### config.mk
export PLATFORM = sky130hd
export DESIGN_NAME = cen_fracgen_flat
export DESIGN_NICKNAME = d
export VERILOG_FILES = /design/src/rtl/cen_fracgen_if.sv /design/src/rtl/cen_fracgen.sv /design/src/flat_wrapper.sv
export SDC_FILE = /design/constraint.sdc
export NUM_CORES = 1
export LEC_CHECK = 0
export BUFFER_PORTS_ARGS = -buffer_cell sky130_fd_sc_hd__buf_2
export CAP_MARGIN = 25
export CELL_PAD_IN_SITES_DETAIL_PLACEMENT = 0
export CELL_PAD_IN_SITES_GLOBAL_PLACEMENT = 1
export CORE_MARGIN = 2
export CORE_UTILIZATION = 51
export CTS_CLUSTER_DIAMETER = 60
export CTS_CLUSTER_SIZE = 16
export DETAILED_ROUTE_END_ITERATION = 8
export GPL_TIMING_DRIVEN = 0
export PLACE_DENSITY = 0.88
export SYNTH_ARGS = -nofsm -noshare
export SYNTH_HDL_FRONTEND = slang
export SYNTH_SLANG_ARGS = --single-unit
### constraint.sdc
create_clock -name clk_sys -period 13.2 [get_ports clk_sys]
set_clock_uncertainty 0.2 [all_clocks]
set_input_delay 1.32 -clock clk_sys [delete_from_list [all_inputs] [get_ports clk_sys]]
set_output_delay 1.32 -clock clk_sys [all_outputs]
set_load 0.01 [all_outputs]
### src/rtl/cen_fracgen_if.sv
// Control/enable bundle between the clock-enable generator and its consumer.
// Ports: pause/turbo/sync strobes, per-channel num, shared den (master -> slave);
//        cen pulses and cen_any summary (slave -> master).
interface cen_fracgen_if #(
  parameter int CHANNELS = 2,
  parameter int ACC_W    = 16
);
  logic                      pause;
  logic                      turbo;
  logic                      sync;
  logic [CHANNELS*ACC_W-1:0] num;
  logic [ACC_W-1:0]          den;
  logic [CHANNELS-1:0]       cen;
  logic                      cen_any;

  // The emu top drives ratios and control and consumes the enables.
  modport master (
    output pause, turbo, sync, num, den,
    input  cen, cen_any
  );

  // The generator samples ratios and control and produces the enables.
  modport slave (
    input  pause, turbo, sync, num, den,
    output cen, cen_any
  );
endinterface

### src/rtl/cen_fracgen.sv
// Multi-channel fractional clock-enable generator: channel i pulses at clk_sys*num_i/den.
// Latency: one cycle; cen is registered and high for the cycle after the edge that crosses den.
// Backpressure: none; pause freezes every accumulator (phase kept), sync zeroes them all.
//
// Ports:
//   clk_sys  - system clock, all state on the rising edge
//   reset_n  - asynchronous active-low reset (deassertion assumed synchronised upstream)
//   bus      - slave side of cen_fracgen_if: pause, turbo, sync, num, den in; cen, cen_any out
module cen_fracgen #(
  parameter int CHANNELS = 2,
  parameter int ACC_W    = 16,
  parameter bit TURBO_EN = 1'b1
) (
  input  logic                clk_sys,
  input  logic                reset_n,
  cen_fracgen_if.slave        bus
);

  // One bit of headroom: after den is lowered mid-run the stored remainder may
  // exceed the new den, and turbo doubles the increment.
  logic [ACC_W:0]      acc_q [CHANNELS];
  logic [ACC_W:0]      acc_d [CHANNELS];
  logic [CHANNELS-1:0] cen_q;
  logic [CHANNELS-1:0] cen_d;
  logic                cen_any_q;
  logic                cen_any_d;
  logic                turbo_eff;

  // A build without turbo ignores the input entirely.
  assign turbo_eff = TURBO_EN & bus.turbo;

  // One counting step for a single channel. Returns {pulse, next_acc}.
  function automatic logic [ACC_W+1:0] chan_step(
    input logic [ACC_W:0]   acc,
    input logic [ACC_W-1:0] num,
    input logic [ACC_W-1:0] den,
    input logic             dbl
  );
    logic [ACC_W:0]   inc;
    logic [ACC_W+1:0] sum;
    logic [ACC_W+1:0] den_x;
    logic [ACC_W+1:0] diff;
    logic [ACC_W+1:0] res;
    inc   = dbl ? {num, 1'b0} : {1'b0, num};
    sum   = {1'b0, acc} + {1'b0, inc};
    den_x = {2'b00, den};
    diff  = sum - den_x;
    res   = {1'b0, acc};
    if (den == '0) begin
      // Disabled channel: forget any phase so re-enabling starts clean.
      res = '0;
    end else if (num == '0) begin
      res = {1'b0, acc};
    end else if ({1'b0, inc} >= den_x) begin
      // Ratio >= 1: pulse every cycle, nothing to carry.
      res = {1'b1, {(ACC_W+1){1'b0}}};
    end else if (sum >= den_x) begin
      // A remainder still >= den only happens after den dropped under the
      // stored phase; discard it rather than emit a burst.
      if (diff >= den_x) begin
        res = {1'b1, {(ACC_W+1){1'b0}}};
      end else begin
        res = {1'b1, diff[ACC_W:0]};
      end
    end else begin
      res = {1'b0, sum[ACC_W:0]};
    end
    return res;
  endfunction

  // Next state: sync beats pause beats counting.
  always_comb begin
    acc_d = acc_q;
    cen_d = '0;
    if (bus.sync) begin
      for (int i = 0; i < CHANNELS; i++) begin
        acc_d[i] = '0;
      end
    end else if (!bus.pause) begin
      for (int i = 0; i < CHANNELS; i++) begin
        {cen_d[i], acc_d[i]} = chan_step(acc_q[i],
                                         bus.num[i*ACC_W +: ACC_W],
                                         bus.den,
                                         turbo_eff);
      end
    end
  end

  // Summary enable is registered from the same next values so it lines up with cen.
  assign cen_any_d = |cen_d;

  always_ff @(posedge clk_sys or negedge reset_n) begin
    if (!reset_n) begin
      for (int i = 0; i < CHANNELS; i++) begin
        acc_q[i] <= '0;
      end
      cen_q     <= '0;
      cen_any_q <= 1'b0;
    end else begin
      acc_q     <= acc_d;
      cen_q     <= cen_d;
      cen_any_q <= cen_any_d;
    end
  end

  assign bus.cen     = cen_q;
  assign bus.cen_any = cen_any_q;

endmodule

### src/flat_wrapper.sv
// flat-port wrapper written by rule: the top's interface ports become plain ports
module cen_fracgen_flat 
#(
  parameter int CHANNELS = 2,
  parameter int ACC_W    = 16,
  parameter bit TURBO_EN = 1'b1
)
  (clk_sys, reset_n, bus_pause, bus_turbo, bus_sync, bus_num, bus_den, bus_cen, bus_cen_any);
  cen_fracgen_if #(.CHANNELS(CHANNELS), .ACC_W(ACC_W)) bus_i ();
  input  logic clk_sys;
  input  logic reset_n;
  input wire logic [$bits(bus_i.pause)-1:0] bus_pause;
  input wire logic [$bits(bus_i.turbo)-1:0] bus_turbo;
  input wire logic [$bits(bus_i.sync)-1:0] bus_sync;
  input wire logic [$bits(bus_i.num)-1:0] bus_num;
  input wire logic [$bits(bus_i.den)-1:0] bus_den;
  output wire logic [$bits(bus_i.cen)-1:0] bus_cen;
  output wire logic [$bits(bus_i.cen_any)-1:0] bus_cen_any;
  assign bus_i.pause = bus_pause;
  assign bus_i.turbo = bus_turbo;
  assign bus_i.sync = bus_sync;
  assign bus_i.num = bus_num;
  assign bus_i.den = bus_den;
  assign bus_cen = bus_i.cen;
  assign bus_cen_any = bus_i.cen_any;
  cen_fracgen #(.CHANNELS(CHANNELS), .ACC_W(ACC_W), .TURBO_EN(TURBO_EN)) u_core (.clk_sys(clk_sys), .reset_n(reset_n), .bus(bus_i));
endmodule
; ---- Yosys cells after proc, flatten, opt, wreduce, memory -nomap -nowiden
; Cells that the tools add are included.
[totals]
regBits = 37
out_inout_bits = 3
input_bits = 53
[op_classes]
n_lt_le_gt_ge = 6
muxes = 16
n_addsub = 4
reduce_logical = 6
eq_ne = 3
[op_table]
columns = operator, n
row1 = $mux W18, 8
row2 = $ge A18 B16 Y1, 4
row3 = $mux W17, 4
row4 = $mux W34, 2
row5 = $logic_not A16 Y1, 3
row6 = $add A17 B17 Y18, 2
row7 = $sub A18 B16 Y18, 2
row8 = $ge A17 B16 Y1, 2
row9 = $mux W2, 2
row10 = $reduce_and A2 Y1, 2
row11 = $ne A3 B2 Y1 const B, 1
row12 = $ne A3 B3 Y1 const B, 1
row13 = $ne A2 B1 Y1 const B, 1
row14 = $reduce_or A2 Y1, 1

; ---- Logic depth before layout (Yosys ltp)
[logic_depth]
depth_word = 12
ltp_mapped = 31

; ---- Worst setup path before layout
; Ideal clock, no wire load.
[synth_path]
kind = in2reg
from = input bus_turbo
to = register u_core.acc_q[10] (netlist name)
cell_stages = 29
arrival_ps = 6722
n_path_buf = 3
slack_ps = 6192
required_time_ps = 12914
setup_time_ps = 86
path_cell_list = clkbuf_1 clkbuf_1 mux2i_1 inv_1 ha_1 a21oi_1 nor2_1 o21a_1 o21ai_0 nand2b_1 xnor2_1 inv_1 ha_1 a2111o_1 o21ai_1 o21ai_0 a221oi_1 o21bai_1 xnor2_1 inv_1 ha_1 and3_1 nand3_1 o211ai_1 a211oi_1 o311a_1 o31ai_4 buf_4 o221ai_2
[synth_between]
elab_chain_len = 11
word_cells_on_any_way = 13
classes_between = 2 x add/sub / 3 x order compare / 8 x mux
[synth_lines]
columns = element, line_no
row1 = "start, declared", flat_wrapper.sv:13  ; input wire logic [$bits(bus_i.turbo)-1:0] bus_turbo;
row2 = $mux W17 *, cen_fracgen.sv:44  ; inc = dbl ? {num, 1'b0} : {1'b0, num};
row3 = $add A17 B17 Y18, cen_fracgen.sv:45  ; sum = {1'b0, acc} + {1'b0, inc};
row4 = $sub A18 B16 Y18, cen_fracgen.sv:47  ; diff = sum - den_x;
row5 = $ge A18 B16 Y1, cen_fracgen.sv:60  ; if (diff >= den_x) begin
row6 = $mux W17, cen_fracgen.sv:60
row7 = $mux W18, cen_fracgen.sv:57  ; end else if (sum >= den_x) begin
row8 = $mux W18 *, cen_fracgen.sv:54  ; end else if ({1'b0, inc} >= den_x) begin
row9 = $mux W18 *, cen_fracgen.sv:52  ; end else if (num == '0) begin
row10 = $mux W18 *, cen_fracgen.sv:49  ; if (den == '0) begin
row11 = $mux W34 *, cen_fracgen.sv:79  ; end else if (!bus.pause) begin
row12 = $mux W34 *, cen_fracgen.sv:75  ; if (bus.sync) begin
row13 = "end signal, assigned by index", cen_fracgen.sv:95  ; acc_q[i] <= '0;
row14 = "end signal, assigned", cen_fracgen.sv:100  ; acc_q <= acc_d;
row15 = "end, declared", cen_fracgen.sv:21  ; logic [ACC_W:0] acc_q [CHANNELS];
; Every way passes the cells marked *; elsewhere a longest branch is shown, timed or not. The select of a mux whose other input is x is not followed.
; A chain may end at the register's enable or synchronous reset.

; ---- Worst setup path in the final report
[layout_path]
from = input bus_turbo
to = register u_core.acc_q[4] (netlist name)
; The elaborated chain is that of the path after synthesis.

==> impl_metrics.json <==
{
  "outcome": "completed",
  "cp-endpoint": "u_core.acc_q[4]",
  "worst_skew_pair.late_latency_ns": 0.29,
  "endpoint_kind": "flop",
  "power_leakage_nw": 3.727,
  "cts_buffer_depth": 2,
  "rrSetupSlack_ns": 6.91,
  "r2r-end": "u_core.acc_q[4]",
  "grt_overflow": 0,
  "yosysSeqAreaShare": 0.1384,
  "first_global_vias": 6229,
  "vias_per_cell": 6.246,
  "crit_start": "bus_turbo",
  "powerDensity_nw_per_um2": 142.6,
  "htreeDepth": 2,
  "relSlewSlack": 0.3431,
  "synth_seq_cells": 37,
  "crit_path_top_delay_cell": "clkbuf_1",
  "cp.arrival_ns": 8.41,
  "synth_enable_flop_cells": 0,
  "fillers": 1237,
  "portBuffers": 54,
  "async_flop_share": 1.000,
  "avgSynthCellArea_um2": 8.447,
  "cpPeakStageDelay_ns": 0.61,
  "antenna_found_initial": 0,
  "antenna_left": 0,
  "synth.distinct_cells": 71,
  "ir_drop_v": 0.00008924,
  "drive_above_1_share": 0.1336,
  "first_pass_iters": 4,
  "ff2ff_path_depth": 25,
  "rows": 41,
  "mappedNetlistArea_um2": 6690,
  "slew_violations": 0,
  "power_mw": 1.043,
  "hold_buffers": 0,
  "drt-total-wl_mm": 20.10,
  "route.detailed.drc": 0,
  "first_iter_violations": 400,
  "postCtsResizedCells": 0,
  "grt_max_degree": 38,
  "synth_ff_type": "dfrtp_1",
  "cts_tree": "yes",
  "required_ns": 13.20,
  "vias": 6402,
  "die_w_um": 118.5,
  "place_hpwl_mm": 16.79,
  "post-cts-setup-buffer-count": 0,
  "tightest_slew_ns": 0.9606,
  "timing.fmax_mhz": 119.0,
  "cts_buffers": 5,
  "crit_fanout": 10,
  "die_area_um2": 14050,
  "start_util": 0.5259,
  "regArea_um2": 925.9,
  "finalHoldViolations": 0,
  "hp-class": "reg2reg",
  "num_antenna_cells": 0,
  "max_cap_viol_count": 0,
  "period_share": 0.6366,
  "die_h_um": 118.5,
  "cts_root_buf": "clkbuf_16",
  "critical_path_class": "in2reg",
  "io_pins": 56,
  "clock-sinks": 37,
  "gp_congestion": 0.9668,
  "wl_per_cell_um": 19.61,
  "timing.rr.start": "u_core.acc_q[3]",
  "synthesis.instances": 792,
  "grt_pass1_wl_mm": 32.35,
  "clk_pin_slew_ns": 0.06,
  "grtUsageTotal": 0.2875,
  "syn-num-nets": 979,
  "finalSetupViolCount": 0,
  "grt_setup_unrepaired": "no",
  "syn_to_final_growth_pct": 9.388,
  "start_kind": "input port",
  "final_nets": 1040,
  "multi_input_area_um2": 5463,
  "ys_warn_count": 0,
  "core-area_um2": 12720,
  "final.setup.tns_ns": 0,
  "period_minus_slack_ns": 8.404
}
layer usage:
| layer | GRT usage | vias to the layer above | part of all wire |
|---|---|---|---|
| li1 | - | 3137 | - |
| met1 | 0.4090 | 3093 | 0.49 |
| met2 | 0.4605 | 153 | 0.45 |
| met3 | 0.04488 | 19 | 0.048 |
| met4 | 0.05655 | 0 | 0.014 |
| met5 | 0 | - | 0 |
worst min-delay path by stage:
stage	start	end	cells past startpoint
floorplan	u_core.acc_q[33]	u_core.acc_q[33]	1
global placement	u_core.acc_q[16]	u_core.acc_q[16]	1
detailed placement	u_core.acc_q[16]	u_core.acc_q[16]	1
CTS	u_core.acc_q[16]	u_core.acc_q[16]	1
global route	u_core.acc_q[16]	u_core.acc_q[16]	1
finish	u_core.acc_q[16]	u_core.acc_q[16]	1
cell type report:
cell class	instances	share of cell area
multi-input cells	682	0.7465
clock buffers	7	0.01949
inverters	60	0.03077
flip-flops and latches	37	0.1265
well taps	172	0.02941
repair buffers	54	0.03693
plain buffers	13	0.01043
synthesized netlist by cell type (19+ instances only):
cell / number / area (um^2)
xor2_1: 19 / 166.4
a21oi_1: 50 / 250.2
nor2_1: 37 / 138.9
ha_1: 130 / 1627
mux2_2: 29 / 326.6
nand2_1: 45 / 168.9
inv_1: 60 / 225.2
xnor2_1: 34 / 297.8
and3_1: 21 / 131.4
o21ai_0: 43 / 215.2
a21o_1: 40 / 300.3
dfrtp_1: 37 / 925.9
kinds of logic after synthesis:
| family | count (synthesis) | share of synthesized area |
|---|---|---|
| AOI/OAI and AO/OA | 252 | 0.2736 |
| and+or+nand+nor | 213 | 0.1681 |
| adders and majority gates | 134 | 0.2551 |
| buffers and inverters | 73 | 0.04507 |
| xor gates and xnor gates | 53 | 0.06939 |
| DFF | 37 | 0.1384 |
| muxes | 30 | 0.05031 |
state kept, by name, summed over array words and instances, names as in the netlist:
signal,flops
u_core.acc_q,34
u_core.bus.cen,2
u_core.bus.cen_any,1
stage by stage:
step	cells	utilization	worst slack, ns	instance area, um^2	hold slack (ns)
after detailed placement	1018	0.5640	4.647	7176	0.2822
after global routing	1025	0.5752	4.380	7318	0.3322
after global placement	1018	0.5640	4.807	7176	0.2784
after floorplan	792	-	6.192	6690	0.2577
after CTS	1025	0.5752	4.921	7318	0.3016
final	1025	0.5752	4.796	7318	0.2989
critical path: cells and delay by family:
family / cells / cell delay [ns]
xor+xnor: 2 / 0.53
simple gates: 4 / 0.49
compound gates: 13 / 3.06
buf+inv: 6 / 1.63
fa+ha+maj: 3 / 0.98
mux: 1 / 0.38
power by group:
| group | internal (mW) | leakage [nW] | total (mW) | switching [mW] |
|---|---|---|---|---|
| logic | 0.323 | 3.15 | 0.780 | 0.457 |
| registers | 0.129 | 0.508 | 0.139 | 0.0103 |
| clock network | 0.0743 | 0.0700 | 0.124 | 0.0500 |
| total | 0.526 | 3.73 | 1.04 | 0.518 |
placed cells by master (no fill, tap or decap), types with 6 or more instances in the layout:
cell type	Yosys	final
ha_1	130	130
inv_1	60	60
buf_2	1	55
a21oi_1	50	50
nand2_1	45	45
o21ai_0	43	43
a21o_1	40	40
nor2_1	37	37
dfrtp_1	37	37
xnor2_1	34	34
mux2_2	29	29
and3_1	21	21
xor2_1	19	19
nor2b_1	18	18
nand3_1	18	18
a221o_1	17	17
nor4_1	14	14
o21a_1	11	11
nor3_1	11	11
a211oi_1	10	10
nand2b_1	10	10
and2_1	10	10
nand4_1	10	10
clkbuf_1	8	9
o221ai_2	9	9
a31oi_1	8	8
o211ai_1	7	7
o21bai_1	7	7
o221ai_1	6	6
Note: power is estimated with default switching activity, not from simulation.
